[src/rtl/jk_counter_pkg.sv]
// Shared encodings for jk_counter and its per-bit jk_cell.
// Mode and JK command values line up so a single cell reads like the legacy JK flop.
package jk_counter_pkg;

    localparam logic [1:0] MODE_HOLD = 2'b00;
    localparam logic [1:0] MODE_DOWN = 2'b01;
    localparam logic [1:0] MODE_UP   = 2'b10;
    localparam logic [1:0] MODE_LOAD = 2'b11;

    localparam logic [1:0] JK_HOLD   = 2'b00;
    localparam logic [1:0] JK_RESET  = 2'b01;
    localparam logic [1:0] JK_SET    = 2'b10;
    localparam logic [1:0] JK_TOGGLE = 2'b11;

endpackage

[src/rtl/jk_cell.sv]
// Single-bit JK flop with synchronous active-low reset.
// Latency: one cycle from jk to q. Backpressure: none.
module jk_cell
    import jk_counter_pkg::*;
(
    input  logic       clk,
    input  logic       rst,
    input  logic [1:0] jk,
    output logic       q,
    output logic       qb
);

    always_ff @(posedge clk) begin
        if (!rst) begin
            q <= 1'b0;
        end else begin
            case (jk)
                JK_HOLD:  q <= q;
                JK_RESET: q <= 1'b0;
                JK_SET:   q <= 1'b1;
                default:  q <= ~q;
            endcase
        end
    end

    assign qb = ~q;

endmodule

[src/rtl/jk_counter.sv]
// Modulo up/down/load counter built from WIDTH jk_cell bits; sticky overflow under JK_COUNTER_OVF_STICKY_EN.
// Latency: one cycle from inputs to q/wrap/ovf; qb and tc are combinational. Backpressure: none, en gates counting.
module jk_counter
    import jk_counter_pkg::*;
#(
    parameter int WIDTH    = 4,
    parameter int MODULUS  = 16,
    parameter int SATURATE = 0
) (
    input  logic             clk,
    input  logic             rst,
    input  logic             en,
    input  logic [1:0]       mode,
    input  logic [WIDTH-1:0] d,
    output logic [WIDTH-1:0] q,
    output logic [WIDTH-1:0] qb,
    output logic             tc,
    output logic             wrap,
    output logic             ovf
);

    localparam logic [WIDTH:0]   MOD_X = (WIDTH+1)'(MODULUS);
    localparam logic [WIDTH:0]   TOP_X = (WIDTH+1)'(MODULUS - 1);
    localparam logic [WIDTH-1:0] TOP   = WIDTH'(MODULUS - 1);

    logic [WIDTH:0]        q_x;
    logic [WIDTH-1:0]      nxt;
    logic                  wrap_nxt;
    logic [WIDTH-1:0][1:0] jk;

    assign q_x = {1'b0, q};

    always_comb begin
        nxt      = q;
        wrap_nxt = 1'b0;
        if (en) begin
            case (mode)
                MODE_UP: begin
                    // An out-of-range q always wraps, even when saturating.
                    if (q_x >= TOP_X) begin
                        if (!(q_x == TOP_X && SATURATE != 0)) begin
                            nxt      = '0;
                            wrap_nxt = 1'b1;
                        end
                    end else begin
                        nxt = WIDTH'(q_x + 1'b1);
                    end
                end
                MODE_DOWN: begin
                    if (q_x == '0) begin
                        if (SATURATE == 0) begin
                            nxt      = TOP;
                            wrap_nxt = 1'b1;
                        end
                    end else begin
                        nxt = WIDTH'(q_x - 1'b1);
                    end
                end
                MODE_LOAD: nxt = ({1'b0, d} < MOD_X) ? d : TOP;
                default:   nxt = q;
            endcase
        end
    end

    always_comb begin
        jk = '0;
        for (int i = 0; i < WIDTH; i++) begin
            jk[i] = JK_HOLD;
            if (en) begin
                case (mode)
                    MODE_UP, MODE_DOWN: jk[i] = (nxt[i] != q[i]) ? JK_TOGGLE : JK_HOLD;
                    MODE_LOAD:          jk[i] = {nxt[i], ~nxt[i]};
                    default:            jk[i] = JK_HOLD;
                endcase
            end
        end
    end

    for (genvar g = 0; g < WIDTH; g++) begin : g_cell
        jk_cell u_cell (
            .clk (clk),
            .rst (rst),
            .jk  (jk[g]),
            .q   (q[g]),
            .qb  (qb[g])
        );
    end

    assign tc = en & (((mode == MODE_UP) & (q == TOP)) | ((mode == MODE_DOWN) & (q == '0)));

    always_ff @(posedge clk) begin
        if (!rst) begin
            wrap <= 1'b0;
        end else begin
            wrap <= wrap_nxt;
        end
    end

`ifdef JK_COUNTER_OVF_STICKY_EN
    logic ovf_r;
    logic load_edge;
    logic sat_hit;

    assign load_edge = en & (mode == MODE_LOAD);
    // tc at a range end with saturation on is exactly a blocked count attempt.
    assign sat_hit   = tc & (SATURATE != 0);

    always_ff @(posedge clk) begin
        if (!rst) begin
            ovf_r <= 1'b0;
        end else if (load_edge) begin
            ovf_r <= 1'b0;
        end else if (wrap_nxt | sat_hit) begin
            ovf_r <= 1'b1;
        end
    end

    assign ovf = ovf_r;
`else
    assign ovf = 1'b0;
`endif

endmodule

[config.mk]
export PLATFORM = sky130hd
export DESIGN_NAME = jk_counter
export DESIGN_NICKNAME = d
export VERILOG_FILES = /design/src/rtl/jk_counter_pkg.sv /design/src/rtl/jk_cell.sv /design/src/rtl/jk_counter.sv
export SDC_FILE = /design/constraint.sdc
export NUM_CORES = 1
export LEC_CHECK = 0
export ABC_AREA = 1
export BUFFER_PORTS_ARGS = -buffer_cell sky130_fd_sc_hd__buf_4
export CAP_MARGIN = 30
export CELL_PAD_IN_SITES_DETAIL_PLACEMENT = 1
export CELL_PAD_IN_SITES_GLOBAL_PLACEMENT = 1
export CORE_MARGIN = 8
export CORE_UTILIZATION = 25
export DETAILED_ROUTE_END_ITERATION = 10
export GPL_TIMING_DRIVEN = 0
export HOLD_SLACK_MARGIN = 0.12
export PLACE_DENSITY_LB_ADDON = 0.3
export SETUP_SLACK_MARGIN = 0.05
export SLEW_MARGIN = 25
export SYNTH_ARGS = -nofsm -noshare
export SYNTH_HDL_FRONTEND = slang
export SYNTH_SLANG_ARGS = --single-unit
[constraint.sdc]
create_clock -name clk -period 2.5 [get_ports clk]
set_clock_uncertainty 0.05 [all_clocks]
set_input_delay 0.25 -clock clk [delete_from_list [all_inputs] [get_ports clk]]
set_output_delay 0.25 -clock clk [all_outputs]
set_load 0.02 [all_outputs]
; Word level (Yosys, flattened, before mapping)
; Index checks and enable logic that the tools add are counted.
[totals]
word_cells = 67
inputBits = 9
ff_bits = 5
[classes]
n_eq_ne = 16
n_addsub = 2
n_lt_le_gt_ge = 1
mux = 23
reduce_logical = 8
bitwise_logic = 12
[op_table]
columns = cell, count
row1 = 2-to-1 mux 2 bit, 8
row2 = case mux 2 bit (2 select lines), 4
row3 = "equality test 2 bit, second input constant", 6
row4 = 2-to-1 mux 4 bit, 3
row5 = case mux 1 bit (3 select lines), 4
row6 = case mux 4 bit (3 select lines), 1
row7 = "equality test 2 x 1 -> 1 bit, second input constant", 5
row8 = zero test 2 bit, 4
row9 = inverter 1 bit, 8
row10 = zero test 5 bit, 1
row11 = "adder 4 x 1 -> 4 bit, second input constant", 1
row12 = "equality test 4 bit, second input constant", 1
row13 = ">= comparator 4 bit, second input constant", 1
row14 = zero test 4 bit, 1
row15 = inequality test 1 bit, 4
row16 = "subtractor 4 x 1 -> 4 bit, second input constant", 1
row17 = AND 1 bit, 3
row18 = 2-to-1 mux 1 bit, 2
row19 = case mux 1 bit (2 select lines), 1
row20 = AND reduction 2 bit, 1
row21 = OR reduction 2 bit, 1
row22 = OR 1 bit, 1

; Longest topological paths before layout
; Gate-level depths: netlist of run 1.
[depth]
word_depth = 10
mapped_depth = 18
ltp_nobuf = 17

; Hierarchy
; Synthesis of run 1 repeated with hierarchy kept, for this count alone.
[hier_totals]
cells_unflattened = 148
area_unflattened_um2 = 875.8
[by_module_without_submodules]
columns = module, seq_area_each_um2, n_inst, area_each_um2, cells_per_inst
row1 = jk_counter, 20.0, 1, 540.5, 96
row2 = jk_cell, 20.0, 4, 83.8, 13

; Worst setup path after synthesis of run 1
; OpenSTA, ideal clock, no wires.
[synth_path]
kind = reg2reg
startpoint = reg g_cell[0].u_cell.q
endpoint = reg g_cell[1].u_cell.q
path_slack_ps = 345
synth_period_minus_slack_ps = 2155
arrival_ps = 1986
path_buffers = 1
stages_incl_launch_ff = 15
required_time_ps = 2330
cell_sequence = dfxtp_1 -> buf_2 -> inv_2 -> ha_1 -> o21a_1 -> nand2_1 -> o21ai_0 -> nand2_1 -> nand2_1 -> o21ai_0 -> nand2_1 -> ha_1 -> nor2_1 -> a21oi_1 -> a21oi_1
[synth_via]
elab_chain_len = 10
elab_cells_between_ends = 17
cone_classes = add/sub: 2 / order compare: 1 / eq/ne: 3 / mux: 8 / bitwise: 1 / reduce/logical: 2
[synth_rtl]
columns = element, line_no
row1 = start: declaration, jk_cell.sv:9  ; output logic q,
row2 = start signal: assignment, jk_cell.sv:18  ; JK_HOLD: q <= q;
row3 = start signal: assignment, jk_cell.sv:21  ; default: q <= ~q;
row4 = "subtractor 4 x 1 -> 4 bit, or another cell as far along", jk_counter.sv:56  ; nxt = WIDTH'(q_x - 1'b1);
row5 = 2-to-1 mux 4 bit (on tied branches), "jk_counter.sv:50, jk_counter.sv:40"
row6 = case mux 4 bit (3 select lines) (*), jk_counter.sv:37  ; case (mode)
row7 = 2-to-1 mux 4 bit (*), jk_counter.sv:36  ; if (en) begin
row8 = inequality test 1 bit, jk_counter.sv:71  ; MODE_UP, MODE_DOWN: jk[i] = (nxt[i] != q[i]) ? JK_TOGGLE : JK_HOLD;
row9 = 2-to-1 mux 2 bit, jk_counter.sv:71
row10 = case mux 2 bit (2 select lines) (*), jk_counter.sv:70  ; case (mode)
row11 = 2-to-1 mux 2 bit (*), jk_counter.sv:69  ; if (en) begin
row12 = "equality test 2 bit, or another cell as far along", jk_cell.sv:17  ; case (jk)
row13 = case mux 1 bit (3 select lines), jk_cell.sv:17
row14 = end signal: assignment, jk_cell.sv:18
row15 = end signal: assignment, jk_cell.sv:21
row16 = end: declaration, jk_cell.sv:9
; Mark *: on every way between the ends. The rest lies on a longest branch, timed or not.
; A chain may end at the register's enable or synchronous reset.

; Worst setup path in the final report of run 1
[layout_path]
startpoint = reg g_cell[0].u_cell.q
endpoint = reg g_cell[0].u_cell.q
[layout_via]
elab_cells_between_ends = 18
cone_classes = add/sub: 2 / order compare: 1 / eq/ne: 3 / mux: 8 / bitwise: 2 / reduce/logical: 2
[layout_rtl]
columns = element, line_no
row1 = inverter 1 bit, -
row2 = via g_cell[0].u_cell.qb, jk_cell.sv:10  ; output logic qb
row3 = case mux 1 bit (3 select lines), jk_cell.sv:17
; The timed path passes the listed nets, and every way through them passes these cells.

==> metrics.md, run 1 <==
| Metric | Value |
|---|---|
| Critical Path RT | `2.60 ns` |
| P_int | `385 uW` |
| Critical-path top delay cell | `dfxtp_2` |
| # rows | `22` |
| RSZ-0062 raised after global routing | `yes` |
| CP dominant cell by count | `nand2_1` |
| Pwr dens | `563 mW/mm2` |
| First-pass GRT wire length | `4730 um` |
| Hold crit path type | `in -> reg` |
| Setup crit end kind | `flop` |
| Lkg Pwr | `0.667 nW` |
| DRC violations left | `0` |
| Post-synth EDFFs | `0` |
| 1st-iter DRT viols | `22` |
| Largest net degree at the start of global routing | `11` |
| Port Buf Inserts | `18` |
| Dpl hpwl | `2220 um` |
| R2R depth | `16` |
| Maxcap violations | `0` |
| TritonCTS clock tree | `done` |
| R2r setup slk | `0.19 ns` |
| Buf+Inv Stages, Crit Path | `2` |
| Pins Over Slew Limit | `0` |
| Cell Chain, Critical Path | `buf_6 -> inv_2 -> ha_4 -> nand2_1 -> nor3_1 -> nor2_1 -> nand2_2 -> o21ai_2 -> nand2_1 -> nand2_2 -> nand2_1 -> nand2_1 -> ha_1 -> nor2_1 -> a21oi_1 -> a21oi_1` |
| DRT Pass-1 Iters | `4` |
| Syn. warnings | `0` |
| CP max FO | `8` |
| Initial antenna violation count | `0` |
| Synthesized flop and latch total | `5` |
| Share of layout cells above drive strength 1 | `32.0%` |
| Worst Setup SP | `g_cell[0].u_cell.q$_SDFFE_PN0P_` |
| Diode count | `0` |
| Area Overhead vs Synth | `31.5%` |
| Status | `finished, final reports clean` |
| CTS H-tree lvls | `1` |
| Clock Root Buffer | `clkbuf_8` |
| Syn Nets | `175` |
| Final net count | `199` |
| Crit Reg-Reg Endpoint | `g_cell[0].u_cell.q$_SDFFE_PN0P_` |
| Post-Syn Area | `926 um2` |
| Gpl congestion | `0.750` |
| GRT Residual Overflow | `0` |
| Fmax | `433 MHz` |
| Die Y | `76.9 um` |
| Setup violators final | `0` |
| Vias/cell | `4.55` |
| DR WL/cell | `12.5 um` |
| Min Tclk post-route | `2.31 ns` |
| R2R Path Start | `g_cell[0].u_cell.q$_SDFFE_PN0P_` |
| CP Launch Type | `flop` |
| WP depth | `16` |
| Psw | `300 uW` |
| Final WS setup | `0.192 ns` |
| Most common cell after layout, fill and taps aside | `nand2_1` |
| Vias in the first global route | `1076` |
| Clock Tree Buf Depth | `2` |
| Avg Inst Size Synth | `6.09 um2` |
| Post-Place Setup Slack | `0.0356 ns` |
| Comb power frac | `61.0%` |
| Final Hold Viols | `0` |
| CP peak stage delay | `0.32 ns` |
| Post-synthesis cell type count | `24` |
| Max VDD drop | `0.336 mV` |
| Critical path's top delay family | `simple AND/OR/NAND/NOR gates` |
| Core area | `0.00361 mm2` |
| Antenna Nets Post-Route | `0` |
| CTS sink cnt | `5` |
| Final period utilization | `92.3%` |
| IO Pins | `20` |
| Power Total | `686 uW` |
| Synthesized netlist cell count | `152` |
| WL final | `2790 um` |
| Die area | `0.00591 mm2` |
| Worst setup path endpoint | `g_cell[0].u_cell.q$_SDFFE_PN0P_` |
| Most frequent cells in the layout | `nand2_1, buf_4, inv_1, a21oi_1, ha_1` |
| Flop pwr share | `16.0%` |
| Asr flop ratio synth | `0%` |
| Total number of vias | `1015` |
| Worst skew pair latency | `0.23 ns` |
| Sw frac | `43.8%` |
| Die X | `76.9 um` |
| Critical path class | `reg -> reg` |
| Clk pwr share | `23.0%` |
| All-Layer GR Usage | `9.70%` |
| Worst Path Arrival | `2.41 ns` |
| Total CTS buffers | `3` |
| Reg clk slew, reported paths | `0.04 ns` |
| Primary FF master, synth | `dfxtp_1` |
| Initial Utilization | `25.7%` |
| Sequential-to-total area share from yosys stat | `10.8%` |
metal layers:
layer	routed length [um]	track usage (%)
met1	1220	9.99
met2	1440	17.8
met3	108	3.73
met4	17	2.31
met5	0	0
how the worst min path moves through the flow:
stage                     from                         endpoint  slack [ns]  cells after the start
after floorplan            rst  g_cell[0].u_cell.q$_SDFFE_PN0P_        0.34                      2
after global placement     rst  g_cell[3].u_cell.q$_SDFFE_PN0P_        0.50                      3
after detailed placement   rst  g_cell[0].u_cell.q$_SDFFE_PN0P_        0.51                      3
after CTS                  rst  g_cell[3].u_cell.q$_SDFFE_PN0P_        0.27                      3
after global routing       rst  g_cell[0].u_cell.q$_SDFFE_PN0P_        0.27                      3
final                      rst  g_cell[0].u_cell.q$_SDFFE_PN0P_        0.26                      3
power groups by stage:
stage	combinational, mW	sequential, mW	clock, mW
after global placement	0.374	0.108	0
after CTS	0.398	0.107	0.168
after detailed placement	0.392	0.108	0
after global routing	0.466	0.112	0.178
after floorplan	0.288	0.104	0
final	0.418	0.110	0.158
metrics by stage:
stage | cells | hold slack (ns) | utilization (%) | instance area [um2] | TNS, ns
5_1_grt | 223 | 0.266 | 33.8 | 1220 | -0.0214
4_1_cts | 222 | 0.267 | 32.5 | 1170 | 0
6_report | 223 | 0.263 | 33.8 | 1220 | 0
3_5_place_dp | 218 | 0.510 | 31.1 | 1120 | 0
2_1_floorplan | 152 | 0.338 | - | 926 | 0
3_3_place_gp | 218 | 0.503 | 31.1 | 1120 | 0
logic make-up after synthesis:
logic type | count (synthesis) | synth area share (%)
compound gates | 32 | 20.1
buf+inv | 35 | 19.2
simple gates | 65 | 30.5
fa+ha+maj | 14 | 18.9
other cells | 1 | 0.405
flops | 5 | 10.8
registers in the layout (all words and copies together), names as in the netlist:
name	cells
g_cell.u_cell.q	4
wrap	1
Yosys cell counts (all sizes together) (2+ instances only):
library cell,count,area share (%)
nand2,46,19
inv,21,8.5
a21oi,19,11
buf,14,11
ha,14,19
nor2,10,4.9
o21ai,10,6.2
nand3,6,4.3
dfxtp,5,11
o211ai,2,1.6
area by class of cell:
cell class / count / area [um2]
Buffer: 14 / 111
Clock buffer: 4 / 45.0
Fill cell: 476 / 2390
Inverter: 21 / 78.8
Multi-Input combinational cell: 112 / 677
Sequential cell: 5 / 103
Tap cell: 48 / 60.1
Timing Repair Buffer: 19 / 143
timing repair:
item	in CTS	in global routing
endpoints found under the setup margin	2	4
setup buffers	0	1
hold buffers	0	0
resized for setup	2	8
pin swaps	0	1
worst reg2reg max path, cell delays in order (launching register included):
cell	delay, ns
dfxtp_2	0.32
buf_6	0.13
inv_2	0.13
ha_4	0.16
nand2_1	0.07
nor3_1	0.23
nor2_1	0.10
nand2_2	0.11
o21ai_2	0.07
nand2_1	0.07
nand2_2	0.07
nand2_1	0.06
nand2_1	0.07
ha_1	0.32
nor2_1	0.10
a21oi_1	0.05
a21oi_1	0.11
(Power assumes the default switching activity.)
==> run 2, diff against run 1 <==
--- a/config.mk
+++ b/config.mk
@@ -10,6 +10,7 @@
 export CAP_MARGIN = 30
 export CELL_PAD_IN_SITES_DETAIL_PLACEMENT = 1
 export CELL_PAD_IN_SITES_GLOBAL_PLACEMENT = 1
+export CORE_ASPECT_RATIO = 1.4
 export CORE_MARGIN = 8
 export CORE_UTILIZATION = 25
 export DETAILED_ROUTE_END_ITERATION = 10
==> constraint.sdc (replaced) <==
create_clock -name clk -period 2.04 [get_ports clk]
set_clock_uncertainty 0.05 [all_clocks]
set_input_delay 0.204 -clock clk [delete_from_list [all_inputs] [get_ports clk]]
set_output_delay 0.204 -clock clk [all_outputs]
set_load 0.02 [all_outputs]
==> run 2 against run 1 <==
The run now ends with negative setup slack left; sequential cell count is the same; register-to-register slack got worse by 0.29 ns; via count up 4.3%; cell count grew 0.45%; critical path type unchanged; largest cell class unchanged; highest routed layer unchanged.
==> metrics.md, run 2 (same netlist as run 1, synthesis figures left out) <==
| Metric | Value |
|---|---|
| Top Registers | `g_cell.u_cell.q: 4 flops, wrap: 1 flops` |
| Antenna Nets Post-Route | `0` |
| Final period utilization | `105%` |
| CP max FO | `3` |
| Setup TNS | `-0.250 ns` |
| Vias in the first global route | `1110` |
| Largest net degree at the start of global routing | `11` |
| Share of layout cells above drive strength 1 | `48.9%` |
| Pwr dens | `692 mW/mm2` |
| Die area | `0.00593 mm2` |
| Power Total | `969 uW` |
| Vias/cell | `4.73` |
| Final net count | `206` |
| CP Launch Type | `flop` |
| Largest register FFs | `4` |
| Dpl hpwl | `2290 um` |
| Area Overhead vs Synth | `51.2%` |
| Critical Path RT | `2.10 ns` |
| Worst Path Arrival | `2.20 ns` |
| Most flops, register | `g_cell.u_cell.q` |
| DR WL/cell | `13.4 um` |
| Placed Cells incl. Taps | `212` |
| TritonCTS clock tree | `done` |
| IO Pins | `20` |
| Final Hold Viols | `0` |
| Total number of vias | `1059` |
| DR WL met2 | `1720 um` |
| Most frequent cells in the layout | `nand2_1, buf_4, inv_1, a21oi_1, nand2_2` |
| First-pass GRT wire length | `4870 um` |
| Initial Utilization | `25.6%` |
| Setup crit end kind | `flop` |
| Total CTS buffers | `3` |
| Min Tclk post-route | `2.14 ns` |
| Die Y | `88.0 um` |
| Setup violators final | `4` |
| Final WS setup | `-0.0985 ns` |
| Critical path class | `reg -> reg` |
| CTS sink cnt | `5` |
| Fmax | `468 MHz` |
| Clock Root Buffer | `clkbuf_8` |
| Hold crit path type | `in -> reg` |
| DRC violations left | `0` |
| Core area | `0.00361 mm2` |
| # rows | `26` |
| Fin area | `0.00140 mm2` |
| Status | `finished, violations left` |
| Final cell count without fillers | `224` |
| Met1 WL | `1160 um` |
| WL final | `2990 um` |
| RSZ-0062 raised after global routing | `yes` |
| All-Layer GR Usage | `10.7%` |
| Pins Over Slew Limit | `0` |
| Clock Tree Buf Depth | `2` |
| Gpl congestion | `0.804` |
| Diode count | `0` |
| Port Buf Inserts | `18` |
| Maxcap violations | `0` |
| Die X | `67.4 um` |
| Max VDD drop | `0.215 mV` |
| Highest Signal Layer | `met4` |
| Initial antenna violation count | `0` |
| Lkg Pwr | `0.726 nW` |
| GRT Residual Overflow | `0` |
| Metal3 WL | `44 um` |
| Failing checks | `negative setup slack` |
| 1st-iter DRT viols | `10` |
| Worst skew pair latency | `0.23 ns` |
| CTS H-tree lvls | `1` |
| Placed inst area | `0.00115 mm2` |
| DRT Pass-1 Iters | `4` |
| Hold Slack | `0.223 ns` |
| Layout fillers | `472` |
| Reg clk slew, reported paths | `0.04 ns` |
[run 2: final cells by class]
cell class                      instances  area (um2)  area share (%)
Sequential cell                         5         104            7.42
Inverter                               21        91.3            6.52
Clock buffer                            4        45.0            3.22
Buffer                                 14         111            7.95
Tap cell                               42        52.6            3.75
Timing Repair Buffer                   26         199            14.2
Multi-Input combinational cell        112         797            56.9
[run 2: worst max-delay path: stages, from the launching register on]
cell	delay, ns
dfxtp_2	0.34
buf_6	0.13
inv_8	0.03
ha_4	0.16
nand2_4	0.07
nand2_2	0.04
nand2_1	0.05
nand2_1	0.05
nand2_1	0.07
nand3_2	0.09
a21oi_2	0.16
nand2_2	0.10
nand2_2	0.09
nand2_4	0.06
ha_4	0.28
nor2_2	0.04
a21oi_2	0.13
a21oi_2	0.07
[run 2: power by group]
part / internal, mW / switching (mW) / leakage [nW] / total, mW
Combinational: 0.290 / 0.346 / 0.661 / 0.637
Clock: 0.135 / 0.0594 / 0.0228 / 0.195
Sequential: 0.115 / 0.0230 / 0.0421 / 0.138
[run 2: per-layer routing]
metal	vias up	global-route usage, %
met1	512	9.91
li1	533	-
met5	-	0
met2	10	20.6
met4	0	6.87
met3	4	1.54
[run 2: path summary, 6_finish.rpt]
| path | from | endpoint | slack [ns] | cells after the start |
|---|---|---|---|---|
| worst min register to register | g_cell[3].u_cell.q$_SDFFE_PN0P_ | g_cell[3].u_cell.q$_SDFFE_PN0P_ | 0.67 | 2 |
| worst min-delay path | rst | wrap$_SDFF_PN0_ | 0.22 | 2 |
| worst max-delay path | g_cell[0].u_cell.q$_SDFFE_PN0P_ | g_cell[3].u_cell.q$_SDFFE_PN0P_ | -0.1 | 17 |
| worst max register to register | g_cell[0].u_cell.q$_SDFFE_PN0P_ | g_cell[3].u_cell.q$_SDFFE_PN0P_ | -0.1 | 17 |
[run 2: what timing repair did]
item,in CTS,in global routing
hold buffers,0,0
hold endpoints to repair,0,0
resized for setup,9,26
endpoints found under the setup margin,4,5
pin swaps,13,17
setup buffers,10,1
[run 2: per-stage QoR]
| stage | utilization [%] | setup slack [ns] |
|---|---|---|
| after detailed placement | 31.9 | -0.271 |
| after floorplan | - | 0.0538 |
| final | 38.8 | -0.0985 |
| after global placement | 31.9 | -0.146 |
| after global routing | 38.8 | -0.260 |
| after CTS | 36.2 | -0.143 |
==> run 3, diff against run 2 <==
--- a/config.mk
+++ b/config.mk
@@ -21,4 +21,6 @@
 export SLEW_MARGIN = 25
 export SYNTH_ARGS = -nofsm -noshare
 export SYNTH_HDL_FRONTEND = slang
+export SYNTH_HIERARCHICAL = 1
 export SYNTH_SLANG_ARGS = --single-unit
+export TNS_END_PERCENT = 30
==> run 3 against run 2 <==
The run still ends with negative setup slack left; count of clock-buffer cells in the layout stayed put; area after synthesis is 5.4% lower; register-to-register slack better by 0.03 ns; worst setup slack better by 0.030 ns; critical path type unchanged.
==> metrics.md, run 3 <==
| Metric | Value |
|---|---|
| Sequential-to-total area share from yosys stat | `11.4%` |
| Global-route track usage on met3 | `2.35%` |
| Worst skew pair latency | `0.22 ns` |
| Setup violators final | `2` |
| Top-area cell type share of the netlist area | `20.0%` |
| Post-synthesis cell type count | `24` |
| Setup TNS | `-0.107 ns` |
| Most frequent cells in the layout | `buf_4, nand2_1, inv_1, nor2_1, a21oi_2` |
| CTS H-tree lvls | `1` |
| Hold crit path type | `in -> reg` |
| CP Launch Type | `flop` |
| # rows | `25` |
| Area Overhead vs Synth | `53.1%` |
| First-pass GRT wire length | `4860 um` |
| Critical Path RT | `2.10 ns` |
| Avg Inst Size Synth | `5.92 um2` |
| Pins Over Slew Limit | `0` |
| GRT Residual Overflow | `0` |
| Lkg Pwr | `0.640 nW` |
| All-Layer GR Usage | `10.6%` |
| Clock Tree Buf Depth | `2` |
| Die Y | `86.0 um` |
| IO Pins | `20` |
| 1st-iter DRT viols | `13` |
| Status | `finished, violations left` |
| CP max FO | `4` |
| Largest register FFs | `4` |
| Post-layout util | `39.7%` |
| Synthesized flop and latch total | `5` |
| GR peak layer | `met2` |
| Share of layout cells above drive strength 1 | `45.3%` |
| Largest net degree at the start of global routing | `11` |
| Placed inst area | `0.00108 mm2` |
| Die area | `0.00568 mm2` |
| Most common cell in the netlist | `nand2_1` |
| Final net count | `205` |
| Syn Nets | `171` |
| Failing checks | `negative setup slack` |
| Power Total | `861 uW` |
| Final Hold Viols | `0` |
| Fmax | `474 MHz` |
| Yosys top cell by area | `ha_1` |
| Final period utilization | `103%` |
| Reg clk slew, reported paths | `0.04 ns` |
| Worst Path Arrival | `2.17 ns` |
| Final cell count without fillers | `221` |
| Initial Utilization | `25.9%` |
| Grt met2 use | `20.7%` |
| Critical path class | `reg -> reg` |
| Most common cell after layout, fill and taps aside | `buf_4` |
| Synthesized netlist cell count | `148` |
| Top Registers | `g_cell.u_cell/q: 4 flops, wrap: 1 flops` |
| Total CTS buffers | `3` |
| Synth top cells by count | `nand2_1, inv_1, nor2_1, ha_1, a21oi_1` |
| Post-Place Setup Slack | `-0.359 ns` |
| Die X | `66.0 um` |
| Post-synth EDFFs | `0` |
| RSZ-0062 raised after global routing | `yes` |
| Fin area | `0.00134 mm2` |
| Final WS setup | `-0.0689 ns` |
| Clock Root Buffer | `clkbuf_8` |
| CTS sink cnt | `5` |
| TritonCTS clock tree | `done` |
| Placed Cells incl. Taps | `206` |
| Maxcap violations | `0` |
| DRT Pass-1 Iters | `2` |
| Post-Syn Area | `876 um2` |
| Gpl congestion | `0.770` |
| Primary FF master, synth | `dfxtp_1` |
| Total number of vias | `1010` |
| DR WL/cell | `12.6 um` |
| Top cells by area, synth | `ha_1, nand2_1, inv_1` |
| Most flops, register | `g_cell.u_cell/q` |
| Hold Path Stages | `3` |
| Port Buf Inserts | `18` |
| Min Tclk post-route | `2.11 ns` |
| Core area | `0.00338 mm2` |
| WL final | `2790 um` |
| Max VDD drop | `0.289 mV` |
| R2R depth | `14` |
| Asr flop ratio synth | `0%` |
| Diode count | `0` |
| DRC violations left | `0` |
| Vias/cell | `4.57` |
| Initial antenna violation count | `0` |
| Antenna Nets Post-Route | `0` |
| Setup crit end kind | `flop` |
| Vias in the first global route | `1153` |
| Pwr dens | `642 mW/mm2` |
| Met1 Use GR | `9.54%` |
| CTS Hold Buffers Added | `0` |
| Dpl hpwl | `2050 um` |
| Hold Slack | `0.190 ns` |
| Syn. warnings | `6` |
==> run 3: layout make-up <==
cell class	count	area, um2
fillers	450	2040
multi-input cells	107	758
repair buffers	29	218
inverters	32	125
flip-flops and latches	5	110
well taps	40	50.0
clock buffers	4	45.0
plain buffers	4	35.0
==> run 3: per-layer routing <==
metal	up-vias	share of wire, %
met2	9	57
met1	478	39
met4	0	1.3
met3	2	2.7
met5	-	0
li1	521	-
==> run 3: cells by family (layout without fill, tap and decap cells) <==
group / after synthesis / in the layout / share of synthesized area, %
AOI/OAI and AO/OA: 28 / 28 / 17.4
DFF: 5 / 5 / 11.4
buffers and inverters: 36 / 69 / 17.7
other: 1 / 1 / 0.428
adders and majority gates: 14 / 14 / 20.0
and+or+nand+nor: 64 / 64 / 33.0
==> run 3: worst paths after layout <==
path / startpoint / to / slack, ns
worst max-delay path: g_cell[0].u_cell/q$_SDFFE_PN0P_ / g_cell[2].u_cell/q$_SDFFE_PN0P_ / -0.07
worst min-delay path: en / wrap$_SDFF_PN0_ / 0.19
worst max register to register: g_cell[0].u_cell/q$_SDFFE_PN0P_ / g_cell[2].u_cell/q$_SDFFE_PN0P_ / -0.07
worst min register to register: g_cell[2].u_cell/q$_SDFFE_PN0P_ / g_cell[2].u_cell/q$_SDFFE_PN0P_ / 0.55
==> run 3: worst max-delay path: stages (launching register included) <==
cell and delay, ns:
dfxtp_4 0.38, inv_6 0.04, ha_4 0.16, or2_1 0.20
nand3_1 0.08, nand3_2 0.10, a21oi_2 0.19, o21ai_4 0.09
a21oi_2 0.18, inv_2 0.06, ha_4 0.22, nand2_2 0.05
nand2_1 0.04, nor2_1 0.10, nor2_1 0.05
==> run 3: where the power goes <==
part           switching (mW)  total, mW  internal, mW
sequential             0.0306      0.148         0.117
clock                  0.0540      0.189         0.135
combinational           0.292      0.525         0.232
total                   0.377      0.861         0.484
==> run 3: timing repair <==
item / CTS / global route
setup endpoints to repair: 4 / 4
buffers inserted: 7 / 4
resized for setup: 13 / 19
pin swaps: 6 / 7
